### config.mk
export PLATFORM = sky130hd
export DESIGN_NAME = bus_req_client_flat
export DESIGN_NICKNAME = d
export VERILOG_FILES = /design/src/rtl/bus_req_client_if.sv /design/src/rtl/bus_req_client.sv /design/src/flat_wrapper.sv
export SDC_FILE = /design/constraint.sdc
export NUM_CORES = 1
export LEC_CHECK = 0
export CAP_MARGIN = 20
export CORE_MARGIN = 2
export CORE_UTILIZATION = 40
export CTS_BUF_LIST = sky130_fd_sc_hd__clkbuf_4 sky130_fd_sc_hd__clkbuf_8
export DETAILED_ROUTE_END_ITERATION = 7
export PLACE_DENSITY = 0.64
export SLEW_MARGIN = 30
export SYNTH_ARGS = -nofsm -noshare
export SYNTH_HDL_FRONTEND = slang
export SYNTH_SLANG_ARGS = --single-unit
### constraint.sdc
create_clock -name clk -period 4.2 [get_ports clk]
set_clock_uncertainty 0.1 [all_clocks]
set_input_delay 1.05 -clock clk [delete_from_list [all_inputs] [get_ports clk]]
set_output_delay 1.05 -clock clk [all_outputs]
set_load 0.02 [all_outputs]
### src/rtl/bus_req_client_if.sv
// rtl/bus_req_client_if.sv - job/arbiter signal bundle for bus_req_client
interface bus_req_client_if;
    logic       start;
    logic       chan;
    logic [3:0] len;
    logic       gnt0;
    logic       gnt1;
    logic       req0;
    logic       req1;
    logic       busy;
    logic       own;
    logic       done;
    logic       err;
    logic [1:0] err_code;

    modport master (
        input  start, chan, len, gnt0, gnt1,
        output req0, req1, busy, own, done, err, err_code
    );

    modport slave (
        output start, chan, len, gnt0, gnt1,
        input  req0, req1, busy, own, done, err, err_code
    );
endinterface

### src/rtl/bus_req_client.sv
// rtl/bus_req_client.sv - requests one arbiter port, holds ownership for len cycles, releases
module bus_req_client #(
    parameter int unsigned TIMEOUT = 15
) (
    input  logic               clk,
    input  logic               rst,
    bus_req_client_if.master   bus
);

    typedef enum logic [1:0] {IDLE, REQ, OWN, REL} state_t;

    state_t     state, state_n;
    logic       chan_q, chan_n;
    logic [3:0] len_q, len_n;
    logic [3:0] hold_q, hold_n;
    logic [7:0] wait_q, wait_n;
    logic       req0_q, req1_q, busy_q, own_q, done_q, err_q;
    logic       req0_n, req1_n, busy_n, own_n, done_n, err_n;
    logic [1:0] code_q, code_n;
    logic       gnt_sel;
    logic       req_on;

    // The unselected grant line never influences the job.
    assign gnt_sel = chan_q ? bus.gnt1 : bus.gnt0;

    always_comb begin
        state_n = state;
        chan_n  = chan_q;
        len_n   = len_q;
        hold_n  = hold_q;
        wait_n  = wait_q;
        done_n  = 1'b0;
        err_n   = 1'b0;
        code_n  = code_q;
        case (state)
            IDLE: begin
                if (bus.start) begin
                    chan_n  = bus.chan;
                    len_n   = (bus.len == 4'd0) ? 4'd1 : bus.len;
                    wait_n  = 8'd0;
                    state_n = REQ;
                end
            end
            REQ: begin
                wait_n = wait_q + 8'd1;
                // Grant is tested first so it wins over a simultaneous timeout.
                if (gnt_sel) begin
                    hold_n  = len_q;
                    state_n = OWN;
                end else if (wait_q + 8'd1 == 8'(TIMEOUT)) begin
                    err_n   = 1'b1;
                    code_n  = 2'b01;
                    state_n = IDLE;
                end
            end
            OWN: begin
                hold_n = hold_q - 4'd1;
                if (hold_q == 4'd1) begin
                    state_n = REL;
                end else if (!gnt_sel) begin
                    err_n   = 1'b1;
                    code_n  = 2'b10;
                    state_n = IDLE;
                end
            end
            REL: begin
                if (!gnt_sel) begin
                    done_n  = 1'b1;
                    state_n = IDLE;
                end
            end
            default: state_n = IDLE;
        endcase

        // Outputs are decoded from the next state so they register with it.
        req_on = (state_n == REQ) || (state_n == OWN);
        req0_n = req_on && !chan_n;
        req1_n = req_on && chan_n;
        busy_n = (state_n != IDLE);
        own_n  = (state_n == OWN);
    end

    always_ff @(posedge clk or negedge rst) begin
        if (!rst) begin
            state  <= IDLE;
            chan_q <= 1'b0;
            len_q  <= 4'd0;
            hold_q <= 4'd0;
            wait_q <= 8'd0;
            req0_q <= 1'b0;
            req1_q <= 1'b0;
            busy_q <= 1'b0;
            own_q  <= 1'b0;
            done_q <= 1'b0;
            err_q  <= 1'b0;
            code_q <= 2'b00;
        end else begin
            state  <= state_n;
            chan_q <= chan_n;
            len_q  <= len_n;
            hold_q <= hold_n;
            wait_q <= wait_n;
            req0_q <= req0_n;
            req1_q <= req1_n;
            busy_q <= busy_n;
            own_q  <= own_n;
            done_q <= done_n;
            err_q  <= err_n;
            code_q <= code_n;
        end
    end

    assign bus.req0     = req0_q;
    assign bus.req1     = req1_q;
    assign bus.busy     = busy_q;
    assign bus.own      = own_q;
    assign bus.done     = done_q;
    assign bus.err      = err_q;
    assign bus.err_code = code_q;

endmodule

### src/flat_wrapper.sv
// flat-port wrapper written by rule: the top's interface ports become plain ports
module bus_req_client_flat 
#(
    parameter int unsigned TIMEOUT = 15
)
  (clk, rst, bus_start, bus_chan, bus_len, bus_gnt0, bus_gnt1, bus_req0, bus_req1, bus_busy, bus_own, bus_done, bus_err, bus_err_code);
  bus_req_client_if bus_i ();
  input  logic clk;
  input  logic rst;
  input wire logic [$bits(bus_i.start)-1:0] bus_start;
  input wire logic [$bits(bus_i.chan)-1:0] bus_chan;
  input wire logic [$bits(bus_i.len)-1:0] bus_len;
  input wire logic [$bits(bus_i.gnt0)-1:0] bus_gnt0;
  input wire logic [$bits(bus_i.gnt1)-1:0] bus_gnt1;
  output wire logic [$bits(bus_i.req0)-1:0] bus_req0;
  output wire logic [$bits(bus_i.req1)-1:0] bus_req1;
  output wire logic [$bits(bus_i.busy)-1:0] bus_busy;
  output wire logic [$bits(bus_i.own)-1:0] bus_own;
  output wire logic [$bits(bus_i.done)-1:0] bus_done;
  output wire logic [$bits(bus_i.err)-1:0] bus_err;
  output wire logic [$bits(bus_i.err_code)-1:0] bus_err_code;
  assign bus_i.start = bus_start;
  assign bus_i.chan = bus_chan;
  assign bus_i.len = bus_len;
  assign bus_i.gnt0 = bus_gnt0;
  assign bus_i.gnt1 = bus_gnt1;
  assign bus_req0 = bus_i.req0;
  assign bus_req1 = bus_i.req1;
  assign bus_busy = bus_i.busy;
  assign bus_own = bus_i.own;
  assign bus_done = bus_i.done;
  assign bus_err = bus_i.err;
  assign bus_err_code = bus_i.err_code;
  bus_req_client #(.TIMEOUT(TIMEOUT)) u_core (.clk(clk), .rst(rst), .bus(bus_i));
endmodule
==> results of run 1 <==
logic make-up after synthesis:
group           synth area share (%)
fa+ha+maj                       8.19
flops                           44.2
xor+xnor                        1.72
mux                             3.52
buf+inv                         3.36
compound gates                  17.3
simple gates                    21.7
power by group through the flow:
stage | clock [mW] | sequential (mW) | combinational, mW
finish | 0.154 | 0.423 | 0.564
global route | 0.171 | 0.437 | 0.644
CTS | 0.163 | 0.423 | 0.568
detailed placement | 0 | 0.428 | 0.565
global placement | 0 | 0.420 | 0.551
floorplan | 0 | 0.444 | 0.380
how the worst max path moves through the flow:
stage,start,endpoint,slack [ns],depth (start not counted)
after floorplan,bus_gnt1,u_core.bus.req0$_DFF_PN0_,1.61,8
after detailed placement,bus_gnt1,u_core.bus.req1$_DFF_PN0_,0.75,8
after CTS,bus_gnt1,u_core.bus.req1$_DFF_PN0_,1.04,8
after global routing,bus_gnt0,u_core.bus.req1$_DFF_PN0_,0.99,8
final,bus_gnt0,u_core.bus.req1$_DFF_PN0_,1.22,8
after global placement,bus_gnt1,u_core.bus.req1$_DFF_PN0_,0.83,8
critical path, delay by kind of cell:
kind,cells,cell delay (ns)
AO/OA/AOI/OAI,3,0.51
buffers and inverters,1,0.44
multiplexers,1,0.53
AND/OR/NAND/NOR,2,0.24
adder cells (fa/ha/maj),1,0.27
sequential cells by signal (all words and copies together), names as in the netlist, 2 cells and up:
signal,cells
u_core.state,2
u_core.hold_q,4
u_core.bus.err_code,2
u_core.wait_q,8
u_core.len_q,4
area by class of cell:
cell class | count | share of cell area (%)
multi-input combinational | 120 | 44.7
sequential | 27 | 37.5
timing repair buffer | 19 | 10.3
tap | 48 | 3.34
clock buffer | 4 | 2.71
inverter | 7 | 1.46
layout by cell type, fill, tap and decap left out, drive strengths merged, types with 4 or more instances in the layout:
| cell type | instances |
|---|---|
| nor2 | 13 |
| inv | 7 |
| and2 | 5 |
| a21oi | 7 |
| clkdlybuf4s50 | 17 |
| ha | 10 |
| o21ai | 14 |
| dfrtp | 27 |
| nand2 | 12 |
| clkbuf | 4 |
| nor3 | 4 |
| nand3 | 9 |
routing by layer:
layer	vias to the layer above	global-route usage, %
li1	603	-
met1	596	21.2
met2	21	24.2
met3	2	2.90
met4	0	5.99
met5	-	0
through the flow:
stage	instance area [um^2]	std cells	worst slack [ns]	util, %	power (mW)
after detailed placement	1750	221	0.749	47.7	0.993
after floorplan	1530	160	1.61	-	0.824
final	1800	225	1.22	49.2	1.14
after global routing	1800	225	0.987	49.2	1.25
after CTS	1800	225	1.04	49.1	1.15
after global placement	1750	221	0.826	47.7	0.970
==> results.cfg, run 1 <==
[setup_path]
critPathKind = primary input to flop
r2r_slack_ns = 1.70
crit_path_end_kind = flop
maximum_fanout_along_the_worst_path = 14
worstPathCellList = clkdlybuf4s50_1, mux2i_2, nor2_1, o21ai_0, o211ai_1, a31oi_1, ha_1, nor2b_1
reg2reg_depth = 7
worst_r2r_startpoint = u_core.state[1]$_DFF_PN0_
critical_path.slowest_cell = mux2i_2
worst-endpoint-arrival_ns = 3.04
startpoint_type = primary input
worst_ep_required_time_ns = 4.26
reg2reg_to = u_core.wait_q[7]$_DFFE_PN0P_
slowest_delay_ns = 0.53

[detailed_routing]
routedLengthMet1_um = 1390
met3_wirelength_um = 91
vias = 1222
dr_wl_met2_um = 1470
drc_errors = 0
route.top_layer_used = met4
wl_um = 2970
wl_per_cell_um = 13.2
drt_iter0_markers = 72
antenna_violating_nets_post_route = 0
detailedRoute.firstPassIterationCount = 4
vias_per_cell = 5.43

[floorplanning]
std_cell_rows = 22
floorplan.die_area_um2 = 4330
design.portCount = 18
initial_core_util_pct = 41.7
floorplan.core_area_um2 = 3660
fp.dieH_um = 65.8
die_w_um = 65.8

[logic_synthesis]
synth_common_cells = 27 x dfrtp_1, 14 x o21ai_0, 13 x nor2_1, 11 x nand2_1, 10 x ha_1
synth-seq-cells = 27
mappedNetlistArea_um2 = 1530
syn_avg_cell_area_um2 = 9.55
synthFlopType = dfrtp_1
synth_edf_count = 0
post-synth-top-area-fraction_pct = 44.2
synth_cell_types = 39
synth-warning-count = 0
yosysMostFrequentCell = dfrtp_1
synthArstFlopShare_pct = 100
postSynthNetCount = 180
ys_seq_area_share_pct = 44.2
post_synth_main_area_contributors = dfrtp_1 44%, ha_1 8.2%, o21ai_0 4.6%
synth_top_cell_by_area = dfrtp_1
post_synth_inst_count = 160

[power]
power_per_cell_area_nw_per_um2 = 634
pint_mw = 0.683
vdd.ir_drop.worst_mv = 0.281
leakage_nw = 0.776
share_comb_of_total_power_pct = 49.4
seq_power_share_pct = 37.1
switching_share_pct = 40.1
part_of_the_power_in_the_clock_network_pct = 13.5
netSwitchingPower_mw = 0.457

[timing]
fmax_mhz = 335
grt_setup_unrepaired = false
maxSlewViolCount = 0
totalNegativeSetupSlack_ns = 0
final.hold.worst_slack_ns = 0.402
max_slew.worst_pin.slew_ns = 0.672
post_route_fraction_of_the_period_consumed_by_the_critical_path_pct = 71.0
finalCriticalPeriod_ns = 2.98
final-setup-viol-count = 0
final_hold_viol_count = 0
relSlewSlack_pct = 55.2

[min_path]
min_delay_worst_endpoint = u_core.len_q[0]$_DFFE_PN0P_
timing.hold.worst_path_depth = 2
hold_class = flop to flop
hold_path.startpoint = u_core.len_q[0]$_DFFE_PN0P_

[clocking]
cts_made_buffers = 3
post-cts-setup-buffer-count = 0
cts_tree = built
cts_hold_repair.buffers = 0
clock_sink_count = 27
clkTransAtPathRegs_ns = 0.09
cts-root-to-sink-buffers = 2
ctsHtreeMaxLevel = 1
cts-resized-gates = 0
cts.root.buffer_cell = clkbuf_8
clk_latency_ns = 0.27

[grt]
antenna_violations_before_repair = 0
grt_overall_usage_pct = 15.5
gr-total-overflow = 0
grt_start_max_net_pins = 28
grt_pass1_wl_um = 5190
first_global_vias = 1153

[final_layout]
fillerInstances = 340
area_occupied_by_multi_input_gates_um2 = 805
n_antenna_cell = 0
area_growth_pct = 17.9
num-nets-final = 198
drive_above_1_share_pct = 8.47
flip_flop_and_latch_area_um2 = 676

[job]
drv_cap = 0

[outcome]
outcome = complete, no violations

[placement]
port_buffers = 17
routabilityCongestion = 0.877
dp_hpwl_um = 2180
Note: power is estimated with default switching activity, not from simulation.
==> inputs of run 2 (changes only) <==
- PLACE_DENSITY: 0.64 -> 0.67
- clock period: 4.2 -> 2.6 ns (I/O delays scaled with it)
==> run 2 against run 1 <==
  * Critical path type is now flop to flop
  * Sequential power rose by 61%
  * Critical endpoint unchanged
  * Die area stayed put
  * Combinational power is 68% higher
  * Cell count up 1.8%
  * Largest power group unchanged
  * Core utilization up 0.72 points
  * Routed wire length increased by 2.2%
  * Total power increased by 63%
  * Design area is 1.5% higher
==> results.cfg, run 2 (same netlist as run 1, synthesis figures left out) <==
[detailed_routing]
drc_errors = 0
antenna_violating_nets_post_route = 0
drt_iter0_markers = 35
vias = 1209
vias_per_cell = 5.28
detailedRoute.firstPassIterationCount = 4
wl_um = 3030
wl_per_cell_um = 13.2

[clocking]
ctsHtreeMaxLevel = 1
cts-resized-gates = 0
cts-root-to-sink-buffers = 2
clock_sink_count = 27
cts_tree = built
cts_made_buffers = 3
clkTransAtPathRegs_ns = 0.09
clk_latency_ns = 0.27
cts_hold_repair.buffers = 0
cts.root.buffer_cell = clkbuf_8
post-cts-setup-buffer-count = 0

[final_layout]
reg.largest.list = u_core.wait_q: 8 flops, u_core.hold_q: 4 flops, u_core.len_q: 4 flops
n_antenna_cell = 0
area_growth_pct = 19.6
registers.top_by_ff_count = u_core.wait_q
stdcell_count = 229
layout_commonest_cell = dfrtp_1
drive_above_1_share_pct = 10.5
most-common-layout-cells = 27 x dfrtp_1, 17 x clkdlybuf4s50_1, 14 x o21ai_0, 13 x nor2_1, 11 x nand2_1
num-nets-final = 202
number_of_flip_flops_under_the_largest_register_name = 8

[outcome]
outcome = complete, no violations

[setup_path]
maximum_fanout_along_the_worst_path = 6
critPathKind = flop to flop
worst_ep_required_time_ns = 2.66
worst-endpoint-arrival_ns = 2.45
crit_path_end_kind = flop
startpoint_type = flop

[floorplanning]
floorplan.core_area_um2 = 3660
initial_core_util_pct = 41.7
std_cell_rows = 22
die_w_um = 65.8
floorplan.die_area_um2 = 4330
fp.dieH_um = 65.8
design.portCount = 18

[timing]
final-setup-viol-count = 0
fmax_mhz = 418
final_hold_viol_count = 0
max_slew.worst_pin.slew_ns = 0.456
relSlewSlack_pct = 69.6
maxSlewViolCount = 0
grt_setup_unrepaired = false
finalCriticalPeriod_ns = 2.39
totalNegativeSetupSlack_ns = 0
post_route_fraction_of_the_period_consumed_by_the_critical_path_pct = 92.0

[power]
pint_mw = 1.12
part_of_the_power_in_the_clock_network_pct = 12.4
switching_share_pct = 40.0
netSwitchingPower_mw = 0.746
vdd.ir_drop.worst_mv = 0.478
power_per_cell_area_nw_per_um2 = 1020
fin_total_pwr_mw = 1.86
leakage_nw = 0.794
share_comb_of_total_power_pct = 51.0
seq_power_share_pct = 36.6

[min_path]
hold_class = flop to flop

[placement]
dp_hpwl_um = 2350
port_buffers = 17
routabilityCongestion = 0.836
placed_cells_incl_taps = 225

[grt]
use_met3_pct = 4.09
gr-total-overflow = 0
met2_resource_use_gr_pct = 28.2
grt-busiest-layer = met2
grt_pass1_wl_um = 5350
met1_usage_pct = 19.1
antenna_violations_before_repair = 0
grt_overall_usage_pct = 15.8
first_global_vias = 1246
grt_start_max_net_pins = 28

[job]
drv_cap = 0
run 2: cell type report:
cell class	instances	area, um^2
repair buffers	23	215
fillers	330	1830
clock inverters	1	5.00
clock buffers	3	41.3
flip-flops and latches	27	676
inverters	7	26.3
well taps	48	60.1
multi-input cells	120	803
run 2: worst max-delay path, stage by stage (launching register included):
cell	delay, ns
dfrtp_1	0.43
ha_2	0.26
nand3_2	0.11
o21a_1	0.24
nor4_4	0.34
nand2_2	0.14
a31oi_1	0.26
ha_1	0.28
nor2b_1	0.13
run 2: layer usage:
metal / up-vias / wire length, um / part of all wire, %
met5: - / 0 / 0
li1: 612 / - / -
met4: 0 / 16 / 0.53
met2: 14 / 1580 / 52
met3: 2 / 103 / 3.4
met1: 581 / 1340 / 44
run 2: final timing paths:
check	startpoint	to	slack, ns	cells past startpoint
worst max-delay path	u_core.wait_q[0]$_DFFE_PN0P_	u_core.bus.req1$_DFF_PN0_	0.21	8
worst min-delay path	u_core.len_q[2]$_DFFE_PN0P_	u_core.len_q[2]$_DFFE_PN0P_	0.41	1
worst max register to register	u_core.wait_q[0]$_DFFE_PN0P_	u_core.bus.req1$_DFF_PN0_	0.21	8
worst min register to register	u_core.len_q[2]$_DFFE_PN0P_	u_core.len_q[2]$_DFFE_PN0P_	0.41	1
max in group asynchronous	rst	u_core.bus.err_code[1]$_DFFE_PN0P_	1.50	2
min in group asynchronous	rst	u_core.bus.req0$_DFF_PN0_	0.64	2
run 2: power by group through the flow:
stage | combinational (mW) | sequential, mW | clock [mW]
after floorplan | 0.614 | 0.717 | 0
after global placement | 0.919 | 0.683 | 0
after detailed placement | 0.960 | 0.691 | 0
after CTS | 0.961 | 0.683 | 0.245
after global routing | 1.07 | 0.708 | 0.264
final | 0.950 | 0.683 | 0.232
run 2: through the flow:
| stage | cell area [um^2] | hold WS [ns] | util (%) | setup WS [ns] |
|---|---|---|---|---|
| detailed placement | 1780 | 0.392 | 48.6 | -0.0307 |
| global route | 1830 | 0.428 | 49.9 | 0.0341 |
| global placement | 1780 | 0.391 | 48.6 | 0.0629 |
| floorplan | 1530 | 0.254 | - | 0.411 |
| finish | 1830 | 0.414 | 49.9 | 0.207 |
| CTS | 1820 | 0.416 | 49.8 | 0.162 |
